**src/rtl/gray_pkg.sv**
```systemverilog
// Shared definitions for the Gray-code counter slice.
// bin2gray is also used by reference models, so it takes the widest legal value.
package gray_pkg;

  localparam int GRAY_DEFAULT_WIDTH = 3;
  localparam int GRAY_MAX_WIDTH     = 16;

  function automatic logic [GRAY_MAX_WIDTH-1:0] bin2gray(
    input logic [GRAY_MAX_WIDTH-1:0] value
  );
    return value ^ (value >> 1);
  endfunction

endpackage

```
**src/rtl/gray_bin2gray.sv**
```systemverilog
// Combinational binary to reflected Gray code conversion.
module gray_bin2gray
  import gray_pkg::*;
#(
  parameter int WIDTH = GRAY_DEFAULT_WIDTH
) (
  input  logic [WIDTH-1:0] bin,
  output logic [WIDTH-1:0] gray
);

  assign gray = bin ^ (bin >> 1);

endmodule

```
**src/rtl/gray_counter.sv**
```systemverilog
// Enable-gated Gray-code counter with a sticky wrap flag.
// Counts in binary; the output is decoded from registered state only, so it never depends on En.
module gray_counter
  import gray_pkg::*;
#(
  parameter int WIDTH = GRAY_DEFAULT_WIDTH
) (
  input  logic             Clk,
  input  logic             Reset,
  input  logic             En,
  output logic [WIDTH-1:0] Output,
  output logic             Overflow
);

  localparam logic [WIDTH-1:0] CNT_MAX = {WIDTH{1'b1}};
  localparam logic [WIDTH-1:0] CNT_ONE = {{(WIDTH-1){1'b0}}, 1'b1};

  logic [WIDTH-1:0] bin_cnt;
  logic             ovf;

  always_ff @(posedge Clk or negedge Reset) begin
    if (!Reset) begin
      bin_cnt <= '0;
      ovf     <= 1'b0;
    end else if (En) begin
      if (bin_cnt == CNT_MAX) begin
        bin_cnt <= '0;
        ovf     <= 1'b1;
      end else begin
        bin_cnt <= bin_cnt + CNT_ONE;
      end
    end
  end

  gray_bin2gray #(
    .WIDTH (WIDTH)
  ) u_bin2gray (
    .bin  (bin_cnt),
    .gray (Output)
  );

  assign Overflow = ovf;

endmodule

```
**config.mk**
```make
export PLATFORM = sky130hd
export DESIGN_NAME = gray_counter
export DESIGN_NICKNAME = d
export VERILOG_FILES = /design/src/rtl/gray_pkg.sv /design/src/rtl/gray_bin2gray.sv /design/src/rtl/gray_counter.sv
export SDC_FILE = /design/constraint.sdc
export NUM_CORES = 1
export LEC_CHECK = 0
export ABC_AREA = 0
export BUFFER_PORTS_ARGS = -buffer_cell sky130_fd_sc_hd__buf_2
export CAP_MARGIN = 0
export CORE_AREA = 2 2 39 41
export DETAILED_ROUTE_END_ITERATION = 10
export DIE_AREA = 0 0 41 43
export GPL_TIMING_DRIVEN = 0
export HOLD_SLACK_MARGIN = 0.05
export PLACE_DENSITY_LB_ADDON = 0.05
export SYNTH_ARGS = -nofsm -noshare
export SYNTH_HDL_FRONTEND = slang
export SYNTH_SLANG_ARGS = --single-unit
```
**constraint.sdc**
```tcl
create_clock -name Clk -period 3.65 [get_ports Clk]
set_input_delay 0.1825 -clock Clk [delete_from_list [all_inputs] [get_ports Clk]]
set_output_delay 0.1825 -clock Clk [all_outputs]
set_load 0.05 [all_outputs]
```
After elaboration in Yosys (flattened, before gate mapping)
Index checks and enable logic that the tools add are counted.
{"block": "word_totals", "ff_bits": 4, "latchBits": 0, "ram_bits": 0, "mem_bits_ro": 0, "in_bits": 3, "out_inout_bits": 4, "elab_cells": 7, "memories": 0}
{"block": "op_classes", "add_sub_neg": 1, "multipliers": 0, "n_div": 0, "order_cmp": 0, "eq_ne": 1, "shift": 0, "muxes": 1, "n_bitwise": 1, "reduce_logical": 1}
{"operator": "3-bit by 1-bit adder with 3-bit output, second input constant", "n": 1}
{"operator": "3-bit equality test, second input constant", "n": 1}
{"operator": "3-bit two-way mux", "n": 1}
{"operator": "3-bit by 2-bit XOR with 3-bit output", "n": 1}
{"operator": "2-bit AND reduction", "n": 1}

Longest topological paths before layout
Gate-level depths: netlist (run 1).
{"block": "logic_depth", "depth_word": 2, "mapped_depth": 4, "ltp_nobuf": 4}

Modules after synthesis
A second synthesis (run 1) with hierarchy kept.
{"block": "hier_totals", "hier_cells": 14, "hier_area_um2": 197.7}
{"module": "gray_counter", "instances": 1, "cells_each": 11, "area_each_um2": 172.7, "seq_area_each_um2": 100.1}
{"module": "gray_bin2gray", "instances": 1, "cells_each": 3, "area_each_um2": 25.0, "seq_area_each_um2": 0.0}

Worst setup path before layout (run 1)
Ideal clock, no wire load.
{"block": "synth_timing", "kind": "register to output", "start": "register bin_cnt[1]", "end": "output port Output[1]", "t_arrival_ns": 1.159, "t_required_ns": 3.467, "slack_ns": 2.308, "stages_incl_launch_ff": 2, "path_buffers": 0, "path_cell_list": "dfrtp_1 > xor2_1"}
{"block": "synth_via", "elab_chain_cells": 1}
{"element": "start: declaration", "line": "gray_counter.sv:18", "rtl": "logic [WIDTH-1:0] bin_cnt;"}
{"element": "start signal: assignment", "line": "gray_counter.sv:30", "rtl": "bin_cnt <= bin_cnt + CNT_ONE;"}
{"element": "3-bit by 2-bit XOR with 3-bit output", "line": "gray_bin2gray.sv:11", "rtl": "assign gray = bin ^ (bin >> 1);"}
{"element": "end: declaration", "line": "gray_counter.sv:11", "rtl": "output logic [WIDTH-1:0] Output,"}
Every way passes these cells.

Final worst setup path (run 1)
{"block": "layout_timing", "start": "register bin_cnt[1]", "end": "output port Output[0]"}
The elaborated chain is that of the path after synthesis.

==> results_dict.tcl, run 1 <==
set metrics [dict create \
    status "completed" \
    synthCells 15 \
    synth_seq_cells 4 \
    finClkSkew_ns 0.00343 \
    grt_max_degree 7 \
    io_pins 7 \
    critical-path-top-delay-family "flip-flops" \
    clock-sinks 4 \
    start_kind "register" \
    worst-r2r-cell-count 3 \
    finalSetupTns_ns 0 \
    fmax_mhz 724 \
    fin_ws_ns 2.27 \
    dp_hpwl_um 290 \
    cp-end-kind "primary output" \
    syn_area_per_cell_um2 13.0 \
    syn_area_um2 195 \
    synth-xor-area-share_pct 4.49 \
    ant_nets 0 \
    critPathRequiredTime_ns 3.47 \
    rsz0062_at_grt "no" \
    slowest_delay_ns 0.40 \
    fin_cells 41 \
    drv_cap 0 \
    yosysSeqAreaShare_pct 51.3 \
    syn_nets 20 \
    place_ws_ns 2.41 \
    synth_top_family_by_area "adder cells" \
    yosysWarnings 0 \
    final_nets 32 \
    placed_area_um2 245 \
    post-cts-setup-buffers 0 \
    path_max_fanout 3 \
    dp.cells 37 \
    slew_violations 0 \
    worst_slew_pin_slew_ns 0.251 \
    htree_levels 1 \
    placement_rows 14 \
    core_um2 1380 \
    post_drt_wl_per_cell_um 9.00 \
    cts_tree "built" \
    grt.total_usage_pct 6.24 \
    gp_congestion 0.616 \
    cp.arrival_ns 1.20 \
    stdcell_area_um2 278 \
    diodes 0 \
    cts_made_buffers 3 \
    route.detailed.drc 0 \
    synth_fa_ha_area_share_pct 12.8 \
    wirelength_um 369 \
    cp.depth 2 \
    vias_per_cell 3.37 \
    synthMuxAreaShare_pct 12.8 \
    clk_pin_slew_ns 0.04 \
    crit_buf_inv 1 \
    overflow 0 \
    path_cells "ha_1 -> buf_2" \
    layout_commonest_cell "buf_2" \
    fin_crit_sh_pct 37.9 \
    hold_path_class "input pin to register" \
    hold_viol_final 0 \
    grt_pass1_vias 142 \
    initial_core_util_pct 14.1 \
    timing.slew.headroom_pct 83.4 \
    die_w_um 41 \
    clockRootBuffer "clkbuf_4" \
    clock_latency_ns 0.24 \
    grt_first_pass_wirelength_um 600 \
    drtIter0Drc 5 \
    synth_compound_area_share_pct 7.69 \
    min_path_cells 2 \
    synthSimpleGateAreaFrac_pct 5.13 \
    dieArea_um2 1760 \
    num-fill-cells 150 \
    drive_gt1_share_pct 48.0 \
    clock_path_buffers 2 \
    mostFrequentLayoutCells "buf_2, dfrtp_1, clkbuf_4" \
    antenna_found_initial 0 \
    via_count 138 \
    slowest_stage "dfrtp_1" \
    fin_crit_ns 1.38 \
    dr.pass1.iters 2 \
    crit_type "register to primary output" \
    setup_viol_count_final 0 \
    syn_to_final_growth_pct 42.3 \
    io_buffers 6 \
    die-height_um 43 \
    synth.distinct_cells 11 \
]
==> state kept, by name (all words and copies together) (netlist names) <==
name      count
bin_cnt       3
Overflow      1
==> cell usage after synthesis, drive strengths merged <==
master  count  area, µm²
a21o        1       8.76
buf         1       7.51
dfrtp       4        100
ha          2       25.0
inv         1       3.75
mux2        1       15.0
mux2i       1       10.0
nand2       1       3.75
nand2b      1       6.26
o22ai       1       6.26
xor2        1       8.76
==> kinds of logic after synthesis <==
group / Yosys count
multiplexers: 2
flip-flops: 4
AO/OA/AOI/OAI: 2
buffers and inverters: 2
XOR/XNOR: 1
adder cells (fa/ha/maj): 2
AND/OR/NAND/NOR: 2
==> cell type report <==
class | instances | area (µm²) | share of cell area, %
Timing Repair Buffer | 7 | 40.0 | 14.4
Multi-Input combinational cell | 9 | 83.8 | 30.2
Buffer | 1 | 7.51 | 2.70
Tap cell | 16 | 20.0 | 7.21
Clock buffer | 3 | 22.5 | 8.11
Inverter | 1 | 3.75 | 1.35
Sequential cell | 4 | 100 | 36.0
==> worst reg2reg max path: cells and delay by family (launching register included) <==
kind       cells  cell delay, ns
flops          1            0.40
fa+ha+maj      2            0.46
mux            1            0.25
==> routing by layer <==
layer	wire length, µm	part of all wire (%)	global-route usage (%)	up-vias
met3	35	9.5	7.85	0
met1	152	41	4.53	63
met4	0	0	6.00	0
met2	181	49	7.50	5
li1	-	-	-	70
met5	0	0	0	-
==> path summary, 6_finish.rpt <==
path                                        startpoint                endpoint  slack, ns
worst min register to register    Overflow$_DFFE_PN0P_    Overflow$_DFFE_PN0P_       0.45
worst max register to register  bin_cnt[1]$_DFFE_PN0P_  bin_cnt[2]$_DFFE_PN0P_       2.42
min in group asynchronous                        Reset  bin_cnt[2]$_DFFE_PN0P_       0.28
max in group asynchronous                        Reset  bin_cnt[0]$_DFFE_PN0P_       3.24
worst max-delay path            bin_cnt[1]$_DFFE_PN0P_               Output[0]       2.27
worst min-delay path                                En  bin_cnt[0]$_DFFE_PN0P_       0.23
==> metrics by stage <==
step | hold WS [ns] | utilization (%)
after floorplan | -0.113 | -
after global placement | -0.00113 | 17.7
after detailed placement | -0.00391 | 17.7
after CTS | 0.233 | 20.1
after global routing | 0.229 | 20.1
final | 0.234 | 20.1
==> repair_timing <==
action / 4_1_cts / 5_1_grt
resized for setup: 0 / 0
endpoints found under the setup margin: 0 / 0
hold buffers: 1 / 0
endpoints found under the hold margin: 4 / 0
Power of run 1 is not shown: default switching activity piles up to over one toggle a cycle in this logic, so the estimate is an artifact.
==> run 2, diff against run 1 <==
--- a/config.mk
+++ b/config.mk
@@ -5,7 +5,7 @@
 export SDC_FILE = /design/constraint.sdc
 export NUM_CORES = 1
 export LEC_CHECK = 0
-export ABC_AREA = 0
+export ABC_AREA = 1
 export BUFFER_PORTS_ARGS = -buffer_cell sky130_fd_sc_hd__buf_2
 export CAP_MARGIN = 0
 export CORE_AREA = 2 2 39 41
==> constraint.sdc (replaced) <==
create_clock -name Clk -period 1.4 [get_ports Clk]
set_input_delay 0.07 -clock Clk [delete_from_list [all_inputs] [get_ports Clk]]
set_output_delay 0.07 -clock Clk [all_outputs]
set_load 0.05 [all_outputs]
==> run 2 against run 1 <==
Effect of this change:
- critical path depth is the same
- register-to-register slack lost 2.1 ns
- critical endpoint unchanged
- routed wire length grew 3.0%
- synthesized cell count grew 40%
- first-iteration DRC count shrank 80%
- sequential share of layout area shrank 0.48 points
- flip-flop and latch count is the same
- final cell count grew 15%
- worst hold slack lost 0.13 ns
- via count grew 11%
- die area is the same
==> results_dict.tcl, run 2 <==
set metrics [dict create \
    start_kind "register" \
    yosys.cell_count.top_type "nand2_1" \
    yosysSeqAreaShare_pct 50.3 \
    critical-path-top-delay-family "flip-flops" \
    yosysWarnings 0 \
    grt_max_degree 5 \
    num-fill-cells 151 \
    fin_crit_sh_pct 90.2 \
    antenna_found_initial 0 \
    r2r_slack_ns 0.30 \
    fin_ws_ns 0.137 \
    vias_per_cell 3.26 \
    die_w_um 41 \
    placement_rows 14 \
    clk_pin_slew_ns 0.04 \
    synth.distinct_cells 10 \
    synth_seq_cells 4 \
    netlist.area_leader.share_pct 50.3 \
    grt_first_pass_wirelength_um 655 \
    ant_nets 0 \
    fin_util_pct 20.3 \
    slowest_stage "dfrtp_1" \
    clock_latency_ns 0.23 \
    diodes 0 \
    fmax_mhz 792 \
    worst_slew_pin_slew_ns 0.250 \
    hold_viol_final 0 \
    grt_pass1_vias 159 \
    multiInputGateArea_um2 83.8 \
    rsz0062_at_grt "no" \
    crit_buf_inv 1 \
    mostFrequentLayoutCells "nand2_1, buf_2, dfrtp_1" \
    synth_edf_count 0 \
    post_drt_wl_per_cell_um 8.09 \
    wirelength_um 380 \
    initial_core_util_pct 14.4 \
    setup_viol_count_final 0 \
    worstReg2RegStart "bin_cnt[0]$_DFFE_PN0P_" \
    clock-sinks 4 \
    async_reset_ff_share_pct 100 \
    route.detailed.drc 0 \
    syn_area_um2 199 \
    gp_congestion 0.557 \
    worst-r2r-cell-count 4 \
    htree_levels 1 \
    post-cts-setup-buffers 0 \
    finClkSkew_ns 0.00150 \
    ff_latch_area_um2 100 \
    core_um2 1380 \
    syn_area_per_cell_um2 9.47 \
    yosys_most_used_dff "dfrtp_1" \
    critPathRequiredTime_ns 1.33 \
    timing.slew.headroom_pct 83.5 \
    place_ws_ns 0.286 \
    largest_register_ffs 3 \
    drive_gt1_share_pct 38.7 \
    reg2reg_to "bin_cnt[2]$_DFFE_PN0P_" \
    hold_path_class "input pin to register" \
    grt.total_usage_pct 6.05 \
    synth_area_leaders "dfrtp_1, nand2_1, ha_1" \
    layout_commonest_cell "nand2_1" \
    die-height_um 43 \
    synth_top_area_cell "dfrtp_1" \
    finalSetupTns_ns 0 \
    min_path_cells 3 \
    min_from "En" \
    io_pins 7 \
    dieArea_um2 1760 \
    crit_path_start "bin_cnt[1]$_DFFE_PN0P_" \
    clockRootBuffer "clkbuf_4" \
    via_count 153 \
    drtIter0Drc 1 \
    holdPathEnd "bin_cnt[0]$_DFFE_PN0P_" \
    io_buffers 6 \
    slowest_delay_ns 0.40 \
    syn_to_final_growth_pct 41.5 \
    path_max_fanout 3 \
    dr.pass1.iters 2 \
    final_nets 38 \
    cp-end-kind "primary output" \
    crit_type "register to primary output" \
    slew_violations 0 \
    overflow 0 \
    top_register "bin_cnt" \
    syn_nets 26 \
    path_cells "ha_1 -> buf_2" \
    cts_tree "built" \
    synthCells 21 \
    cts_made_buffers 3 \
    clock_path_buffers 2 \
    synth_commonest_cells "nand2_1, dfrtp_1, ha_1" \
    fin_crit_ns 1.26 \
    drv_cap 0 \
    cp.arrival_ns 1.19 \
    status "completed" \
]
-- run 2: changes by cell type in the layout (fill, tap and decap cells not counted), sizes merged --
cell / delta
a21o: -1
inv: +1
mux2: -1
mux2i: -1
nand2: +7
nand2b: -1
nand3: +1
nor2: +1
o21bai: +1
o22ai: -1
-- run 2: metal layers --
metal	vias up	track usage (%)	part of all wire (%)
met1	64	7.52	47
met4	0	8.00	0
li1	85	-	-
met3	0	1.57	5.3
met5	-	0	0
met2	4	6.88	47
-- run 2: area by class of cell --
class / instances / area share (%)
flip-flops and latches: 4 / 35.6
multi-input cells: 14 / 29.8
repair buffers: 7 / 14.2
clock buffers: 3 / 8.00
well taps: 16 / 7.11
plain buffers: 1 / 2.67
inverters: 2 / 2.67
-- run 2: cells by family (layout without fill, tap and decap cells) --
family	count (synthesis)	after routing	synth area share [%]
XOR/XNOR	1	1	4.40
AND/OR/NAND/NOR	10	10	19.5
adder cells (fa/ha/maj)	2	2	12.6
flip-flops	4	4	50.3
buffers and inverters	3	13	7.54
AO/OA/AOI/OAI	1	1	5.66
-- run 2: worst max path at each step --
stage	depth (start not counted)	to	slack (ns)
global route	2	Output[0]	0.07
floorplan	1	Output[1]	0.17
detailed placement	4	bin_cnt[2]$_DFFE_PN0P_	0.29
finish	2	Output[0]	0.14
CTS	2	Output[0]	0.12
global placement	5	bin_cnt[1]$_DFFE_PN0P_	0.30
-- run 2: repair_timing --
item,CTS,global route
hold buffers,1,0
resized for setup,0,0
endpoints found under the hold margin,4,0
-- run 2: worst min-delay path, cell delays in order --
cell	delay, ns
buf_2	0.12
nand2_1	0.05
nand2_1	0.05
-- run 2: per-stage QoR --
stage               cell area (µm²)  std cells  hold slack (ns)
floorplan                       199         21           -0.226
finish                          282         47            0.106
CTS                             282         47            0.101
global route                    282         47            0.115
detailed placement              249         43           -0.121
global placement                249         43           -0.118
Power of run 2 is left out for the same reason.
==> run 3, diff against run 2 <==
--- a/config.mk
+++ b/config.mk
@@ -13,7 +13,8 @@
 export DIE_AREA = 0 0 41 43
 export GPL_TIMING_DRIVEN = 0
 export HOLD_SLACK_MARGIN = 0.05
-export PLACE_DENSITY_LB_ADDON = 0.05
+export PLACE_DENSITY_LB_ADDON = 0.25
+export SLEW_MARGIN = 0
 export SYNTH_ARGS = -nofsm -noshare
 export SYNTH_HDL_FRONTEND = slang
 export SYNTH_SLANG_ARGS = --single-unit
==> run 3 against run 2 <==
Effect of this change:
- clock-buffer cell count is the same
- first-iteration DRC count rose to 5.0 times the previous value
- die area unchanged
- fmax is essentially flat
- clock skew is 0.00067 ns lower
- final cell count stayed put
- register-to-register slack improved by 0.02 ns
- largest cell class unchanged
==> results_dict.tcl, run 3 (synthesis gave the netlist of run 2 again) <==
set metrics [dict create \
    clockRootBuffer "clkbuf_4" \
    grt_pass1_vias 166 \
    rsz0062_at_grt "no" \
    mostFrequentLayoutCells "nand2_1, buf_2, dfrtp_1" \
    holdPathEnd "bin_cnt[0]$_DFFE_PN0P_" \
    grt_max_degree 5 \
    dp.cells 43 \
    reg2reg_to "bin_cnt[2]$_DFFE_PN0P_" \
    start_kind "register" \
    syn_to_final_growth_pct 41.5 \
    cp.arrival_ns 1.19 \
    path_max_fanout 3 \
    slowest_delay_ns 0.40 \
    fin_util_pct 20.3 \
    clock_latency_ns 0.23 \
    drtIter0Drc 5 \
    htree_levels 1 \
    io_buffers 6 \
    critical-path-top-delay-family "flip-flops" \
    slowest_stage "dfrtp_1" \
    layout_commonest_cell "nand2_1" \
    worstReg2RegStart "bin_cnt[0]$_DFFE_PN0P_" \
    hold_path_class "input pin to register" \
    min_path_cells 3 \
    post_drt_wl_per_cell_um 8.21 \
    hold_viol_final 0 \
    crit_buf_inv 1 \
    min_from "En" \
    worst-r2r-cell-count 4 \
    crit_type "register to primary output" \
    largest_register_ffs 3 \
    finalSetupTns_ns 0 \
    route.detailed.drc 0 \
    clock_path_buffers 2 \
    setup_viol_count_final 0 \
    fin_crit_sh_pct 90.2 \
    clock-sinks 4 \
    fin_cells 47 \
    fin_crit_ns 1.26 \
    core_um2 1380 \
    final_nets 38 \
    worst_slew_pin_slew_ns 0.252 \
    wirelength_um 386 \
    antenna_found_initial 0 \
    die_w_um 41 \
    cts_made_buffers 3 \
    placement_rows 14 \
    clk_pin_slew_ns 0.04 \
    critPathRequiredTime_ns 1.33 \
    postCtsResizedCells 0 \
    slew_violations 0 \
    io_pins 7 \
    cts_tree "built" \
    vias_per_cell 3.64 \
    path_cells "ha_1 -> buf_2" \
    status "completed" \
    drive_gt1_share_pct 38.7 \
    top_register "bin_cnt" \
    drv_cap 0 \
    cts_hold_buf 1 \
    overflow 0 \
    dieArea_um2 1760 \
    dr.pass1.iters 4 \
    timing.slew.headroom_pct 83.3 \
    grt_first_pass_wirelength_um 655 \
    finClkSkew_ns 0.000834 \
    post-cts-setup-buffers 0 \
    die-height_um 43 \
    cp-end-kind "primary output" \
    diodes 0 \
    r2r_slack_ns 0.32 \
    ant_nets 0 \
    fmax_mhz 792 \
    grt.total_usage_pct 6.36 \
    via_count 171 \
    gp_congestion 0.617 \
    initial_core_util_pct 14.4 \
]
==> run 3: cell counts in the layout (fill, tap and decap cells not counted) <==
No cell type changed its count.
==> run 3: metrics by stage <==
step,cell area (µm²),hold WS (ns),worst slack [ns]
global placement,249,-0.124,0.323
global route,282,0.111,0.0926
floorplan,199,-0.226,0.171
CTS,282,0.0924,0.132
finish,282,0.0941,0.138
detailed placement,249,-0.118,0.321
==> run 3: cell type report <==
class,count,area (µm²)
buffer,1,7.51
clock buffer,3,22.5
fill,150,1100
inverter,2,7.51
multi-input combinational,14,83.8
sequential,4,100
tap,16,20.0
timing repair buffer,7,40.0
==> run 3: tightest hold or removal path, delay by kind of cell <==
| family | cells | cell delay [ns] |
|---|---|---|
| buffers and inverters | 1 | 0.12 |
| AND/OR/NAND/NOR | 2 | 0.10 |
==> run 3: per-layer routing <==
metal | vias to the layer above | track usage, % | part of all wire [%]
met5 | - | 0 | 0
met4 | 0 | 8.00 | 1.0
met3 | 2 | 4.71 | 13
met2 | 9 | 6.56 | 38
met1 | 74 | 6.86 | 47
li1 | 86 | - | -
==> run 3: worst max path at each step <==
| stage | startpoint | endpoint | slack [ns] | depth (start not counted) |
|---|---|---|---|---|
| 3_3_place_gp | bin_cnt[0]$_DFFE_PN0P_ | bin_cnt[2]$_DFFE_PN0P_ | 0.32 | 4 |
| 4_1_cts | bin_cnt[1]$_DFFE_PN0P_ | Output[0] | 0.13 | 2 |
| 6_report | bin_cnt[1]$_DFFE_PN0P_ | Output[0] | 0.14 | 2 |
| 5_1_grt | bin_cnt[0]$_DFFE_PN0P_ | Output[0] | 0.09 | 2 |
| 2_1_floorplan | bin_cnt[1]$_DFFE_PN0P_ | Output[1] | 0.17 | 1 |
| 3_5_place_dp | bin_cnt[0]$_DFFE_PN0P_ | bin_cnt[2]$_DFFE_PN0P_ | 0.32 | 4 |
Power of run 3 is left out for the same reason.
